$ cat config.mk
export PLATFORM = sky130hd
export DESIGN_NAME = decoder_scan
export DESIGN_NICKNAME = d
export VERILOG_FILES = /design/src/rtl/decoder_scan.sv
export SDC_FILE = /design/constraint.sdc
export NUM_CORES = 1
export LEC_CHECK = 0
export CAP_MARGIN = 25
export CORE_ASPECT_RATIO = 0.9
export CORE_UTILIZATION = 41
export DETAILED_ROUTE_END_ITERATION = 7
export GPL_TIMING_DRIVEN = 0
export PLACE_DENSITY = 0.8
export SLEW_MARGIN = 5
export SYNTH_ARGS = -nofsm -noshare
export SYNTH_HDL_FRONTEND = slang
export SYNTH_SLANG_ARGS = --single-unit
$ cat constraint.sdc
create_clock -name clk -period 1.6 [get_ports clk]
set_input_delay 0.24 -clock clk [delete_from_list [all_inputs] [get_ports clk]]
set_output_delay 0.24 -clock clk [all_outputs]
set_load 0.01 [all_outputs]
$ cat src/rtl/decoder_scan.sv
// decoder_scan: registered N-to-2^N one-hot decoder with a valid/ready load port
// and an auto-scan mode that steps through every line with a programmable dwell.
module decoder_scan #(
   parameter int N     = 4,
   parameter int DWELL = 4
) (
   input  logic              clk,
   input  logic              rst_n,
   input  logic              en,
   input  logic              mode,
   input  logic              load_valid,
   input  logic [N-1:0]      load_addr,
   output logic              load_ready,
   output logic [2**N-1:0]   dout,
   output logic [N-1:0]      cur_addr,
   output logic              wrap
);
   localparam int             CW   = DWELL > 1 ? $clog2(DWELL) : 1;
   localparam logic [CW-1:0]  LAST = CW'(DWELL - 1);
   localparam logic [N-1:0]   TOP  = '1;
   localparam logic [2**N-1:0] ONE = {{(2**N-1){1'b0}}, 1'b1};

   generate
      if (N < 1 || N > 8 || DWELL < 1) begin : g_bad_params
         $fatal(1, "decoder_scan: N must be 1..8 and DWELL >= 1");
      end
   endgenerate

   logic [N-1:0]    idx_q, idx_d;
   logic [CW-1:0]   cnt_q, cnt_d;
   logic [2**N-1:0] dout_q;
   logic            mode_q, wrap_q, wrap_d, step;

   assign load_ready = en;
   // mode_q low means this edge is the first in scan, so it opens a fresh dwell period
   assign step       = mode && mode_q && cnt_q == LAST;

   always_comb begin
      idx_d  = load_valid ? load_addr : step ? idx_q + 1'b1 : idx_q;
      cnt_d  = (load_valid || !mode || !mode_q || step) ? '0 : cnt_q + 1'b1;
      wrap_d = !load_valid && step && idx_q == TOP;
   end

   always_ff @(posedge clk) begin
      if (!rst_n) begin
         idx_q  <= '0;
         cnt_q  <= '0;
         mode_q <= 1'b0;
         dout_q <= '0;
         wrap_q <= 1'b0;
      end else if (en) begin
         idx_q  <= idx_d;
         cnt_q  <= cnt_d;
         mode_q <= mode;
         dout_q <= ONE << idx_d;
         wrap_q <= wrap_d;
      end else begin
         dout_q <= '0;
         wrap_q <= 1'b0;
      end
   end

   assign dout     = dout_q;
   assign cur_addr = idx_q;
   assign wrap     = wrap_q;
endmodule
-- Yosys cells after proc, flatten, opt, wreduce, memory -nomap -nowiden
Cells that the tools add are included.
W data, S select, Z words.
- output and inout port bits: 22
- input port bits: 9
- register bits: 24
- word-level logic and storage cells: 24
- shifts and indexed selects: 1
- mux-type cells: 3
- add/subtract/negate cells: 2
- reductions and logical operators: 11
- equal/unequal tests: 2
- operators by type and width (kind ; count):
    $shl A1 B4 Y16 const A ; 1
    $mux W4 ; 2
    $add A4 B1 Y4 const B ; 1
    $eq A4 B4 Y1 const B ; 1
    $logic_and A1 B1 Y1 ; 4
    $logic_not A1 Y1 ; 3
    $logic_or A1 B1 Y1 ; 3
    $add A2 B1 Y2 const B ; 1
    $eq A2 B2 Y1 const B ; 1
    $mux W2 ; 1
    $reduce_and A2 Y1 ; 1

-- Logic depth before layout (Yosys ltp)
Gate-level depths: netlist of the first run.
- depth after elaboration: 5
- mapped depth: 6

-- Worst setup path after synthesis of the first run
No wires, ideal clock.
- kind: flip-flop to flip-flop
- start: reg idx_q[1], in the netlist cur_addr[1]
- end: reg dout_q[8], in the netlist dout[8]
- stages on the path, launching flop included: 6
- data required time: 1.519 ns
- library setup time: 0.081 ns
- slack: -0.021 ns
- arrival: 1.540 ns
- cell sequence: dfxtp_1 -> ha_1 -> and4_1 -> a211oi_2 -> o221ai_1 -> nor3_1
- word-level cells in the longest chain between the ends: 4
- RTL lines (what ; RTL line ; RTL):
    start, declared ; 29 ; logic [N-1:0] idx_q, idx_d;
    start signal, assigned ; 52 ; idx_q <= idx_d;
    $add A4 B1 Y4 ; 39 ; idx_d = load_valid ? load_addr : step ? idx_q + 1'b1 : idx_q;
    $mux W4 (*) (2 in series) ; 39 ;
    $shl A1 B4 Y16 (*) ; 55 ; dout_q <= ONE << idx_d;
    end signal, assigned ; 55 ;
    end, declared ; 31 ; logic [2**N-1:0] dout_q;
Mark *: on every way between the ends. The rest lies on a longest branch, timed or not.
A chain may end at the register's enable or synchronous reset.

-- Final worst setup path of the first run
- start: reg cnt_q[1]
- end: reg dout_q[10], in the netlist dout[10]
- word-level cells in the longest chain between the ends: 5
- RTL lines (what ; RTL line ; RTL):
    start, declared ; 30 ; logic [CW-1:0] cnt_q, cnt_d;
    start signal, assigned ; 53 ; cnt_q <= cnt_d;
    $eq A2 B2 Y1 ; 36 ; assign step = mode && mode_q && cnt_q == LAST;
    $logic_and A1 B1 Y1 ; 36 ;
    $mux W4 (2 in series) ; 39 ;
    $shl A1 B4 Y16 ; 55 ;
Every way passes these cells.

==> flow_summary.ini, run 1 <==
[routing]
ant_nets = 0
drtIter0Drc = 26
detail_route.first_pass.iterations = 4
route.vias.total = 1073
finalWirelength_um = 3360
drc = 0
viasPerCell = 5.83
wl_per_cell_um = 18.3

[synth]
synthFlopType = dfxtp_1
async_flop_share_pct = 0
synth_edf_count = 0
synth.area.top_cells = dfxtp_1, nor2_1, nor3_1
synth.avg_cell_area_um2 = 9.96
ys_types = 42
syn_area_mm2 = 0.00108
synth.largest_area_cell = dfxtp_1
yosys_register_bits = 24
syn-num-nets = 119
ys_seq_area_share_pct = 44.7
yosysWarnings = 0
netlist.area_leader.share_pct = 44.7
syn_inst = 108

[place]
dpl.hpwl_um = 1770
place.gp.congestion = 0.932
place_ws_ns = -0.400
io_buffers = 30

[pwr]
p_per_area_mw_per_mm2 = 735
p_sw_uw = 357
p_sw_share_pct = 26.6
p_leak_uw = 0.000664
peakVddDrop_v = 0.000756
p_comb_share_pct = 19.1
power.total_uw = 1340
p_int_uw = 983
seq_power_share_pct = 46.8
clkPwrFrac_pct = 34.1

[outcome]
violations = setup timing
status = finished with violations

[timing]
fmax_ghz = 0.595
fin_crit_sh_pct = 105
tightest_slew_ns = 0.592
setup_tns_ns = -0.276
layout_min_cycle_time_ns = 1.68
final_max_slew_viol_count = 0
setup_viol = 9
setup_ws_ns = -0.0816
clock_skew_ns = 0.0116
finalHoldViolCount = 0
rsz0062_at_grt = true
hold_ws_ns = 0.423
timing.slew.headroom_pct = 60.4

[floorplanning]
die_w_um = 56
coreArea_mm2 = 0.00247
start_util_pct = 43.6
die_h_um = 50.6
die_area_mm2 = 0.00283
ios = 31
num_rows = 17

[finish]
fillers = 163
fin_nets = 168
layout_commonest_cell = clkdlybuf4s50_1
layout.area.seq_um2 = 497
final_cell_mix = clkdlybuf4s50_1, dfxtp_1, buf_4
drive_above_1_share_pct = 40.4
multi_input_area_um2 = 771
syn_to_final_growth_pct = 69.3
diodes = 0

[setup_path]
crit_required_ns = 1.81
path_class = flip-flop to flip-flop
critPathLaunchType = flip-flop
crit_arrival_ns = 1.90
end_kind = flip-flop
path_max_fanout = 6

[clocking]
root_buffer = clkbuf_4
clkLatencyLatePin_ns = 0.33
cts-buffers-inserted = 3
cts_htree_levels = 1
clkSinkCount = 24
tritoncts = done
clockBufferDepth = 2
clkTransAtPathRegs_ns = 0.15
postCtsHoldBufs = 0

[global_routing]
grt_pass1_vias = 1045
grt_use_total_pct = 22.1
gr-total-overflow = 0
grt_pass1_wl_um = 4800
antenna_found_initial = 0
grt_max_degree = 15

[flow_run]
max_cap_viol_count = 0

[min_path]
hp-class = input pin to flip-flop
[routing by layer]
metal  wire length, um  share of wire, %  track usage, %
met3               202               6.0            4.12
met1              1400                42            26.8
met2              1670                50            37.7
met4                80               2.4            11.0
met5                 0                 0               0
[cell type report]
| class | count | area share [%] |
|---|---|---|
| multi-input combinational | 75 | 42.3 |
| timing repair buffer | 44 | 22.9 |
| tap | 28 | 1.92 |
| inverter | 5 | 1.03 |
| clock buffer | 3 | 1.24 |
| clock inverter | 1 | 1.65 |
| buffer | 4 | 1.65 |
| sequential | 24 | 27.3 |
[state kept, by name (all words and copies together), names as in the netlist]
signal and flops:
cur_addr 4, cnt_q 2, mode_q 1, wrap 1, dout 16
[kinds of logic after synthesis]
logic type	Yosys count	synth area share, %
muxes	4	3.95
xor gates and xnor gates	1	0.814
adders and majority gates	2	2.33
DFF	24	44.7
AOI/OAI and AO/OA	21	19.0
and+or+nand+nor	47	25.0
buffers and inverters	9	4.30
[worst max-delay path, stage by stage, from the launching register on]
cell and delay [ns]:
dfxtp_2 0.38, ha_4 0.19, nand4_4 0.17, o21a_4 0.29, o311ai_4 0.32, buf_6 0.17, nor3_2 0.03
[what timing repair did]
action                                  4_1_cts  5_1_grt
buffers inserted                              9        5
endpoints found under the setup margin       19       18
pin swaps                                     7       11
cloned                                        0        0
resized for setup                            32       23
[stage by stage]
step / cell area [um^2] / std cells / util, %
2_1_floorplan: 1080 / 108 / -
3_3_place_gp: 1410 / 166 / 57.3
3_5_place_dp: 1410 / 166 / 57.3
4_1_cts: 1670 / 179 / 67.8
5_1_grt: 1820 / 184 / 73.8
6_report: 1820 / 184 / 73.8
[cells in the mapped netlist (2+ instances only)]
cell / count
a2111oi_2: 2
a211oi_1: 2
dfxtp_1: 24
ha_1: 2
inv_1: 5
mux2_2: 2
mux2i_1: 2
nand2_1: 7
nand2b_1: 3
nand3b_1: 2
nand4_1: 2
nor2_1: 13
nor2b_1: 2
nor3_1: 7
nor4_1: 2
o21a_1: 3
o22ai_1: 2
o311ai_2: 2
[power by group through the flow]
stage          combinational (uW)  sequential, uW  clock (uW)
6_report                      256             627         456
5_1_grt                       268             629         474
4_1_cts                       212             626         444
3_5_place_dp                  168             641           0
3_3_place_gp                  165             640           0
2_1_floorplan                89.3             644           0
[worst paths after layout]
check	start	endpoint	slack (ns)	cells past startpoint
min	en	cur_addr[0]	0.42	3
min reg2reg	cnt_q[1]	cnt_q[1]	0.53	2
max	cnt_q[1]	dout[10]	-0.08	6
max reg2reg	cnt_q[1]	dout[10]	-0.08	6
Power figures use the tool's default switching activity.
==> run 2, diff against run 1 <==
CAP_MARGIN = default   (was 25)
SKIP_CTS_REPAIR_TIMING = 1   (was default)
==> flow_summary.ini, run 2 (synthesized netlist as in run 1, its figures left out) <==
[outcome]
status = finished with violations
violations = setup timing

[place]
place.gp.congestion = 0.932
place_inst = 166
io_buffers = 30
dpl.hpwl_um = 1770

[clocking]
clockBufferDepth = 2
clkLatencyLatePin_ns = 0.33
clkTransAtPathRegs_ns = 0.14
root_buffer = clkbuf_4
cts-buffers-inserted = 3
clkSinkCount = 24
tritoncts = done
cts_htree_levels = 1

[finish]
utilization_pct = 71.3
final_cell_mix = clkdlybuf4s50_1, dfxtp_1, nor2_1
fillers = 165
fin_cells = 178
layout.area.seq_um2 = 495
largest_reg_flops = 16
drive_above_1_share_pct = 34.7
syn_to_final_growth_pct = 63.5
diodes = 0
fin_nets = 162
multi_input_area_um2 = 759
layout_commonest_cell = clkdlybuf4s50_1

[setup_path]
path_class = flip-flop to flip-flop
path_max_fanout = 6
end_kind = flip-flop
crit_required_ns = 1.83
crit_arrival_ns = 1.92
critPathLaunchType = flip-flop

[floorplanning]
die_w_um = 56
die_area_mm2 = 0.00283
die_h_um = 50.6
coreArea_mm2 = 0.00247
start_util_pct = 43.6
ios = 31
num_rows = 17

[global_routing]
grt_pass1_vias = 937
gr-total-overflow = 0
antenna_found_initial = 0
grt_use_total_pct = 18.4
grt_max_degree = 15
grt_pass1_wl_um = 4020

[min_path]
hp-class = input pin to flip-flop

[routing]
route.vias.total = 1053
detail_route.first_pass.iterations = 4
finalWirelength_um = 3120
viasPerCell = 5.92
drc = 0
drtIter0Drc = 35
ant_nets = 0
wl_per_cell_um = 17.5

[timing]
tightest_slew_ns = 0.608
fin_crit_sh_pct = 106
setup_viol = 8
rsz0062_at_grt = true
timing.slew.headroom_pct = 59.3
finalHoldViolCount = 0
clock_skew_ns = 0.0104
setup_ws_ns = -0.0935
fmax_ghz = 0.590
layout_min_cycle_time_ns = 1.69
final_max_slew_viol_count = 0

[pwr]
p_leak_uw = 0.000609
peakVddDrop_v = 0.000586
p_per_area_mw_per_mm2 = 747

[flow_run]
max_cap_viol_count = 0
==> run 2: cell count changes in the layout (fill, tap and decap cells not counted), moves of 2 or more <==
cell / delta
buf_4: -3
dlygate4sd2_1: -3
a2111oi_4: +2
a2111oi_2: -2
buf_6: -3
clkdlybuf4s50_1: +2
==> run 2: power by group <==
part | switching [uW] | internal (uW)
clock network | 197 | 253
registers | 18.5 | 611
logic | 129 | 106
total | 344 | 970
==> run 2: metrics by stage <==
stage          hold WS, ns  setup TNS (ns)  cell area, um^2  total power, uW  worst slack (ns)
2_1_floorplan        0.362               0             1080              734           0.00305
3_3_place_gp         0.461           -6.51             1410              805            -0.385
3_5_place_dp         0.481           -6.99             1410              808            -0.400
4_1_cts              0.514           -2.91             1470             1240            -0.195
5_1_grt              0.366           -1.25             1760             1350            -0.149
6_report             0.357          -0.368             1760             1310           -0.0935
==> run 2: area by class of cell <==
| type | instances | area share [%] |
|---|---|---|
| clock inverters | 1 | 1.71 |
| plain buffers | 4 | 1.71 |
| clock buffers | 3 | 1.28 |
| repair buffers | 38 | 20.9 |
| multi-input cells | 75 | 43.2 |
| well taps | 28 | 1.99 |
| flip-flops and latches | 24 | 28.2 |
| inverters | 5 | 1.07 |
==> run 2: path summary, 6_finish.rpt <==
path / start / endpoint / slack (ns) / depth (start not counted)
max reg2reg: mode_q / dout[11] / -0.09 / 5
min reg2reg: cnt_q[1] / cnt_q[1] / 0.51 / 2
max: mode_q / dout[11] / -0.09 / 5
min: en / cur_addr[0] / 0.36 / 3
==> run 2: worst max-delay path: stages, from the launching register on <==
cell and delay (ns):
dfxtp_1 0.54, nand4_1 0.19, buf_4 0.20, mux2i_4 0.28, o311ai_4 0.19, nor4_1 0.19
==> run 2: per-layer routing <==
layer / track usage, % / wire length, um / up-vias
met5: 0 / 0 / -
met2: 29.6 / 1500 / 37
met1: 23.6 / 1410 / 521
met3: 2.84 / 127 / 10
li1: - / - / 485
met4: 10.6 / 87 / 0
